--- src/rtl/history_dump_streamer_if.sv ---
// Output stream of the history dump: one history entry per valid/ready transfer.
interface history_dump_streamer_if #(
  parameter int WIDTH = 8,
  parameter int IDXW  = 4
) ();
  logic [WIDTH-1:0] out_data;
  logic [IDXW-1:0]  out_idx;
  logic             out_valid;
  logic             out_ready;
  logic             out_last;

  modport master (
    output out_data, out_idx, out_valid, out_last,
    input  out_ready
  );

  modport slave (
    input  out_data, out_idx, out_valid, out_last,
    output out_ready
  );
endinterface

--- src/rtl/history_dump_streamer.sv ---
// Freezes a snapshot of the debug history array on trigger and streams it
// newest-first over a valid/ready interface to the trace sink.
//
// state  | meaning
// IDLE   | waiting for trigger; out_valid low
// STREAM | snapshot frozen, presenting snap[idx] until the last transfer
module history_dump_streamer #(
  parameter int WIDTH = 8,
  parameter int DEPTH = 16,
  parameter int IDXW  = $clog2(DEPTH)
) (
  input  logic                  clk,
  input  logic                  rst,
  input  logic [WIDTH-1:0]      history_in [DEPTH],
  input  logic                  trigger,
  input  logic [IDXW:0]         dump_len,
  history_dump_streamer_if.master dump,
  output logic                  busy,
  output logic                  done,
  output logic                  trig_dropped,
  input  logic                  clear_flags
);

  typedef enum logic {IDLE, STREAM} state_t;

  localparam logic [IDXW:0] DEPTH_W = (IDXW+1)'(DEPTH);
  localparam logic [IDXW:0] ONE_W   = (IDXW+1)'(1);

  state_t           state_q, state_d;
  logic [WIDTH-1:0] snap [DEPTH];
  logic [IDXW:0]    len_reg;
  logic [IDXW-1:0]  idx;
  logic [IDXW-1:0]  idx_nxt;
  logic [IDXW:0]    len_eff;
  logic             start, advance, finish;

  // Zero or oversize lengths mean "dump the whole history".
  assign len_eff = (dump_len == '0 || dump_len > DEPTH_W) ? DEPTH_W : dump_len;
  assign idx_nxt = idx + 1'b1;

  // State register.
  always_ff @(posedge clk or posedge rst) begin
    if (rst) state_q <= IDLE;
    else     state_q <= state_d;
  end

  // Next-state decode; the stream only moves on an accepted transfer.
  always_comb begin
    state_d = state_q;
    start   = 1'b0;
    advance = 1'b0;
    finish  = 1'b0;
    case (state_q)
      IDLE: begin
        if (trigger) begin
          start   = 1'b1;
          state_d = STREAM;
        end
      end
      STREAM: begin
        if (dump.out_valid && dump.out_ready) begin
          if (dump.out_last) begin
            finish  = 1'b1;
            state_d = IDLE;
          end else begin
            advance = 1'b1;
          end
        end
      end
      default: state_d = IDLE;
    endcase
  end

  // Snapshot, index and registered stream outputs; outputs never look at
  // out_ready combinationally, so they hold steady while the sink stalls.
  always_ff @(posedge clk or posedge rst) begin
    if (rst) begin
      for (int i = 0; i < DEPTH; i++) snap[i] <= '0;
      len_reg        <= '0;
      idx            <= '0;
      dump.out_data  <= '0;
      dump.out_idx   <= '0;
      dump.out_valid <= 1'b0;
      dump.out_last  <= 1'b0;
      busy           <= 1'b0;
      done           <= 1'b0;
    end else begin
      done <= finish;
      if (start) begin
        snap           <= history_in;
        len_reg        <= len_eff;
        idx            <= '0;
        dump.out_data  <= history_in[0];
        dump.out_idx   <= '0;
        dump.out_valid <= 1'b1;
        dump.out_last  <= (len_eff == ONE_W);
        busy           <= 1'b1;
      end else if (advance) begin
        idx            <= idx_nxt;
        dump.out_data  <= snap[idx_nxt];
        dump.out_idx   <= idx_nxt;
        dump.out_last  <= ({1'b0, idx_nxt} == len_reg - ONE_W);
      end else if (finish) begin
        dump.out_valid <= 1'b0;
        dump.out_last  <= 1'b0;
        busy           <= 1'b0;
      end
    end
  end

  // Sticky dropped-trigger flag; a drop in the same cycle as a clear wins.
  always_ff @(posedge clk or posedge rst) begin
    if (rst)                    trig_dropped <= 1'b0;
    else if (trigger && busy)   trig_dropped <= 1'b1;
    else if (clear_flags)       trig_dropped <= 1'b0;
  end

endmodule

--- src/flat_wrapper.sv ---
// flat-port wrapper written by rule: the top's interface ports become plain ports
module history_dump_streamer_flat 
#(
  parameter int WIDTH = 8,
  parameter int DEPTH = 16,
  parameter int IDXW  = $clog2(DEPTH)
)
  (clk, rst, history_in, trigger, dump_len, busy, done, trig_dropped, clear_flags, dump_out_data, dump_out_idx, dump_out_valid, dump_out_last, dump_out_ready);
  history_dump_streamer_if #(.WIDTH(WIDTH), .IDXW(IDXW)) dump_i ();
  input  logic clk;
  input  logic rst;
  input  logic [WIDTH-1:0] history_in[DEPTH];
  input  logic trigger;
  input  logic [IDXW:0] dump_len;
  output logic busy;
  output logic done;
  output logic trig_dropped;
  input  logic clear_flags;
  output wire logic [$bits(dump_i.out_data)-1:0] dump_out_data;
  output wire logic [$bits(dump_i.out_idx)-1:0] dump_out_idx;
  output wire logic [$bits(dump_i.out_valid)-1:0] dump_out_valid;
  output wire logic [$bits(dump_i.out_last)-1:0] dump_out_last;
  input wire logic [$bits(dump_i.out_ready)-1:0] dump_out_ready;
  assign dump_out_data = dump_i.out_data;
  assign dump_out_idx = dump_i.out_idx;
  assign dump_out_valid = dump_i.out_valid;
  assign dump_out_last = dump_i.out_last;
  assign dump_i.out_ready = dump_out_ready;
  history_dump_streamer #(.WIDTH(WIDTH), .DEPTH(DEPTH), .IDXW(IDXW)) u_core (.clk(clk), .rst(rst), .history_in(history_in), .trigger(trigger), .dump_len(dump_len), .dump(dump_i), .busy(busy), .done(done), .trig_dropped(trig_dropped), .clear_flags(clear_flags));
endmodule
--- config.mk ---
export PLATFORM = sky130hd
export DESIGN_NAME = history_dump_streamer_flat
export DESIGN_NICKNAME = d
export VERILOG_FILES = /design/src/rtl/history_dump_streamer_if.sv /design/src/rtl/history_dump_streamer.sv /design/src/flat_wrapper.sv
export SDC_FILE = /design/constraint.sdc
export NUM_CORES = 1
export LEC_CHECK = 0
export CAP_MARGIN = 20
export CELL_PAD_IN_SITES_DETAIL_PLACEMENT = 1
export CELL_PAD_IN_SITES_GLOBAL_PLACEMENT = 1
export CORE_MARGIN = 2
export CORE_UTILIZATION = 33
export DETAILED_ROUTE_END_ITERATION = 8
export PLACE_DENSITY = 0.79
export SETUP_SLACK_MARGIN = 0.5
export SYNTH_ARGS = -nofsm -noshare
export SYNTH_HDL_FRONTEND = slang
export SYNTH_SLANG_ARGS = --single-unit
export TNS_END_PERCENT = 20
--- constraint.sdc ---
create_clock -name clk -period 5.25 [get_ports clk]
set_input_delay 1.575 -clock clk [delete_from_list [all_inputs] [get_ports clk]]
set_output_delay 1.575 -clock clk [all_outputs]
set_load 0.005 [all_outputs]
Word-level counts from Yosys, hierarchy flattened
Cells that the tools add are included.
- flip-flop bits (word level): 150
- input bits: 138
- output and inout port bits: 17
- logic and storage cells: 67
- add/sub/neg operators: 2
- $lt $le $gt $ge: 2
- equal/unequal tests: 3
- muxes and demuxes: 25
- bitwise operators: 2
- reductions and logical operators: 9
- operators by type and width (cell ; number):
    8-bit binary-select mux with 4-bit select ; 1
    8-bit 2-to-1 mux ; 4
    1-bit 2-to-1 mux ; 16
    4-bit 2-to-1 mux ; 2
    2-bit nonzero test ; 3
    4-bit by 5-bit equality test with 1-bit output ; 1
    5-bit by 1-bit equality test with 1-bit output (second input constant) ; 1
    5-bit greater-or-equal comparator (second input constant) ; 1
    5-bit greater-than comparator (second input constant) ; 1
    5-bit logical NOT ; 1
    5-bit 2-to-1 mux ; 1
    4-bit inverter with 5-bit output ; 1
    5-bit by 1-bit subtractor with 5-bit output (second input constant) ; 1
    4-bit by 1-bit adder with 4-bit output (second input constant) ; 1
    3-bit nonzero test ; 1
    1-bit logical AND ; 2
    2-bit by 1-bit != test with 1-bit output (second input constant) ; 1
    1-bit case mux with 2 select lines ; 1
    2-bit AND reduction ; 1
    1-bit logical OR ; 1
    1-bit inverter ; 1

Depth between registers and ports, before layout
- depth after elaboration: 7
- mapped depth: 8

Worst setup path before layout
Ideal clock, no wire load.
- path kind: input to register
- start: input dump_len[3]
- end: register u_core.dump.out_last
- setup time: 0.083 ns
- data arrival time: 2.853 ns
- required time: 5.167 ns
- path slack: 2.315 ns
- stages on the path: 6
- buffers on the path: 0
- cells stage by stage: or4_1 ha_1 nand3b_1 nor4_1 a21oi_1 o21ai_0
- cells in the longest elaborated chain, start to end: 5
- ends and longest elaborated chain (element ; RTL line ; text):
    from (decl) ; flat_wrapper.sv:14 ; input logic [IDXW:0] dump_len;
    5-bit greater-than comparator / 5-bit logical NOT (equally long branches) ; history_dump_streamer.sv:38 ; assign len_eff = (dump_len == '0 || dump_len > DEPTH_W) ? DEPTH_W : dump_len;
    1-bit logical OR ; history_dump_streamer.sv:38 ;
    5-bit 2-to-1 mux (*) ; history_dump_streamer.sv:38 ;
    5-bit by 1-bit equality test with 1-bit output (*) ; history_dump_streamer.sv:96 ; dump.out_last <= (len_eff == ONE_W);
    1-bit 2-to-1 mux (*) ; history_dump_streamer.sv:89 ; if (start) begin
    to (signal assigned) ; history_dump_streamer.sv:96 ;
    to (signal assigned) ; history_dump_streamer.sv:102 ; dump.out_last <= ({1'b0, idx_nxt} == len_reg - ONE_W);
    to (decl) ; history_dump_streamer_if.sv:13 ; output out_data, out_idx, out_valid, out_last,
Mark *: on every way between the ends. The rest lies on a longest branch, timed or not.
A chain may end at the register's enable or synchronous reset.

Worst setup path after layout
- start: input dump_out_ready
- end: register u_core.dump.out_data[5]
- cells in the longest elaborated chain, start to end: 4
- ends and longest elaborated chain (element ; RTL line ; text):
    from (decl) ; flat_wrapper.sv:23 ; input wire logic [$bits(dump_i.out_ready)-1:0] dump_out_ready;
    1-bit logical AND ; history_dump_streamer.sv:61 ; if (dump.out_valid && dump.out_ready) begin
    1-bit 2-to-1 mux ; history_dump_streamer.sv:61 ;
    1-bit 2-to-1 mux ; history_dump_streamer.sv:53 ; case (state_q)
    2-bit nonzero test (no line) ; - ;
    to (signal assigned) ; history_dump_streamer.sv:93 ; dump.out_data <= history_in[0];
    to (signal assigned) ; history_dump_streamer.sv:100 ; dump.out_data <= snap[idx_nxt];
    to (decl) ; history_dump_streamer_if.sv:13 ;
Every way passes these cells.

==> key figures <==
Timing
  • Share of the cycle needed by the critical path after routing: about 64%
  • Count of pins over their slew limit: 0
  • RSZ-0062 raised after global routing: false
  • Final total negative setup slack: 0 ns
  • Slew headroom: between 30% and 40%
  • Skew final: between 0.005 and 0.006 ns
  • Final-report setup violation count: 0
  • Max Freq: between 0.2 and 0.3 GHz
  • Final worst setup slack: roughly 1.9 ns
  • Final count of hold timing violations: 0
  • Pin slew with the least headroom to its limit: 0.9709 ns
  • Time the worst path needs with I/O delays and setup: between 3 and 4 ns

Worst setup path
  • Critical Path Sink Type: flop
  • Setup crit start kind: input pin
  • Crit path cell chain: clkdlybuf4s50_1, nand3_1, or2_2, nor2_1, nand4_1, nand3_1
  • Required time at the endpoint of the critical path: ~5.6 ns
  • Top cell family by delay on the critical path: simple AND/OR/NAND/NOR gates
  • R2r worst-path depth: 6
  • Critical Path Fanout Max: 9
  • Top cell by count, worst path: nand3_1
  • Classification of the worst setup path: in -> reg
  • WP data arrival: around 3.7 ns
  • CP peak stage delay: 0.76 ns
  • Stages on the worst setup path: 6
  • Cell with the largest stage delay on the worst path: nor2_1
  • Worst path bufs/invs: 1

Clock network
  • Post-cts hold buffer count: 0
  • Clock-pin slew on the worst setup and hold paths: around 0.060 ns
  • Num Clock Sinks: 150
  • Number of H-tree levels: 4
  • Cells resized by post-CTS repair: 0
  • Number of buffers created by CTS: 17
  • Clock tree from TritonCTS: done
  • Source-to-sink clock delay at the later pin of the worst-skew pair: around 0.43 ns
  • Clock buffer depth: 2
  • Post-CTS repair timing setup buffer count: 0
  • Clock tree root driver cell: clkbuf_16

Global route
  • Vias in the first global route: 6431
  • Final global-route overflow total: 0
  • Number of antenna violations at the first check in global routing: 2
  • Pin count of the biggest net entering global routing: between 150 and 200
  • Global-route wire length before repair: roughly 34000 microns
  • GR Util All Layers: between 10% and 20%

Layout
  • Synth-to-layout area growth: 35.30%
  • Number of flip-flops under the largest register name: between 100 and 150
  • Filler Cells Inserted: around 2500
  • Final nets: approximately 1100
  • Share of the core filled with cells: 45.73%
  • Layout Cell Area excl Fill: 9284 sq um
  • Share of layout cells above drive strength 1: under 10%

Synth
  • Most frequent cell after synthesis: nand2_1
  • Number of flops mapped to enable cells by yosys: 0
  • Post-synth ARST share: 100.0%
  • Main combinational cell family by area after synthesis: simple AND/OR/NAND/NOR gates
  • Synth Flop Type: dfrtp_1
  • Count of mapped cells out of synthesis: about 850
  • Share of cell area taken by muxes after synthesis: ~2.8%
  • Synthesized-area fraction occupied by xor and xnor cells: 1.131%
  • Sequential fraction of the synthesis area: ~55%
  • Mean area per synthesized cell: 8.111 sq um
  • Number of synthesized register bits: 150
  • Area fraction of the dominant cell type after synthesis: between 50 and 60%
  • Synth warn: 0
  • Leading cell types by count after synthesis: 494 x nand2_1, 150 x dfrtp_1, 41 x clkbuf_1, 39 x nand3_1, 18 x nand4_1
  • Synthesized-area fraction occupied by ao, oa, aoi and oai cells: about 3.7%
  • Count of unique library cells instantiated by Yosys: 34
  • Syn Nets: around 990
  • Cell taking the most area after synthesis: dfrtp_1
  • Post-Synth Simple-Gate Area: between 30% and 40%
  • Adder-cell area share of the yosys netlist: 0.5470%
  • Cell Area, Synth: around 6900 sq um
  • Dominant cells by area after synthesis: dfrtp_1 55%, nand2_1 27%, nand3_1 2.8%

Power and ir drop
  • PwrDens: ~580 nW/um^2
  • Leakage Power: 4.459 nW
  • VDD IR-drop max: ~0.24 mV

Die
  • Die Area: roughly 22000 sq um
  • Initial Utilization: roughly 34%
  • Height of the die: 148.2 microns
  • Area of the core: around 20000 sq um
  • Standard-cell rows: between 50 and 60
  • IO Pins: 155
  • Overall die width: approximately 150 microns

Route
  • Vias: roughly 6100
  • Router iterations before antenna repair: 4
  • Final wirelength: 20910 microns
  • Post-detailed-route via-to-cell ratio: 4.849
  • Routed metal-1 wire length: approximately 9700 microns
  • Number of design-rule violations left by the first detailed-router iteration: about 340
  • Mean routed wirelength per cell: ~17 microns
  • Remaining DRCs: 0
  • DRT antenna net count: 0
  • DR top layer: met5
  • Sum of met2 wire segment lengths after detailed routing: ~9700 microns
  • Amount of wire on met3 after detailed routing: about 1100 microns

Worst hold path
  • Class of the worst hold path: reg -> reg
  • Instance count along the most critical hold path: 2

Placement
  • Estimated wirelength of the detail-placed design: roughly 14000 microns
  • Gpl congestion: between 0.7 and 0.8
  • Port Buf Inserts: 154
  • Worst slack at placement: approximately 1.4 ns
  • Cell area reported after detailed placement: 8662 sq um

Run
  • Number of maximum-capacitance violations: 0

Status
  • Result of the run: completed
## final cells by class
| type | count | area (sq um) | share of cell area, % |
|---|---|---|---|
| diodes | 1 | 2.502 | 0.02695 |
| clock inverters | 10 | 152.6 | 1.644 |
| repair buffers | 166 | 1644 | 17.71 |
| multi-input cells | 637 | 2897 | 31.20 |
| flip-flops and latches | 150 | 3754 | 40.43 |
| clock buffers | 20 | 466.7 | 5.027 |
| inverters | 7 | 30.03 | 0.3235 |
| well taps | 270 | 337.8 | 3.639 |
## logic make-up after synthesis
family,after synthesis
mux,17
flops,150
xor+xnor,8
simple gates,575
fa+ha+maj,3
compound gates,34
buf+inv,59
## layout by cell type (no fill, tap or decap), drive strengths merged, types with 3 or more instances in the layout
master / count
a22oi: 6
a32oi: 15
buf: 12
bufinv: 4
clkbuf: 20
clkdlybuf4s50: 154
clkinv: 5
dfrtp: 150
ha: 3
inv: 6
mux2i: 15
nand2: 494
nand3: 39
nand3b: 4
nand4: 18
nor2: 7
nor2b: 3
o21ai: 8
xnor2: 5
xor2: 3
## routing by layer
layer,vias to the layer above,GRT usage (%)
li1,2955,-
met1,3000,26.66
met2,129,32.04
met3,28,4.509
met4,2,7.095
met5,-,0
## final timing paths
check | start | to | slack [ns]
worst min-delay path | u_core.snap[30]$_DFFE_PP0P_ | u_core.snap[30]$_DFFE_PP0P_ | 0.47
worst max register to register | u_core.idx[0]$_DFFE_PP0P_ | u_core.dump.out_data[6]$_DFFE_PP0P_ | 2.43
min in group asynchronous | rst | u_core.snap[60]$_DFFE_PP0P_ | 1.73
worst max-delay path | dump_out_ready | u_core.dump.out_data[5]$_DFFE_PP0P_ | 1.88
max in group asynchronous | rst | u_core.snap[100]$_DFFE_PP0P_ | 2.87
worst min register to register | u_core.snap[30]$_DFFE_PP0P_ | u_core.snap[30]$_DFFE_PP0P_ | 0.47
## worst reg2reg max path, stage by stage, from the launching register on
cell     delay [ns]
dfrtp_1        0.54
ha_1           0.59
nor2b_1        0.76
buf_4          0.34
a32oi_1        0.16
nand4_1        0.22
nand3_1        0.09
## per-stage QoR
| stage | power [mW] | cells | hold slack [ns] |
|---|---|---|---|
| 3_3_place_gp | 4.057 | 1230 | 0.4563 |
| 2_1_floorplan | 3.322 | 846 | 0.4403 |
| 3_5_place_dp | 4.150 | 1230 | 0.4617 |
| 4_1_cts | 5.483 | 1260 | 0.4770 |
| 5_1_grt | 5.830 | 1260 | 0.4947 |
| 6_report | 5.415 | 1261 | 0.4719 |
## power breakdown
part	internal [mW]	switching (mW)	leakage, nW	total [mW]
sequential	1.67	0.327	1.88	2.00
clock	0.823	0.480	0.307	1.30
combinational	0.848	1.26	2.27	2.11
Note: power is estimated with default switching activity, not from simulation.
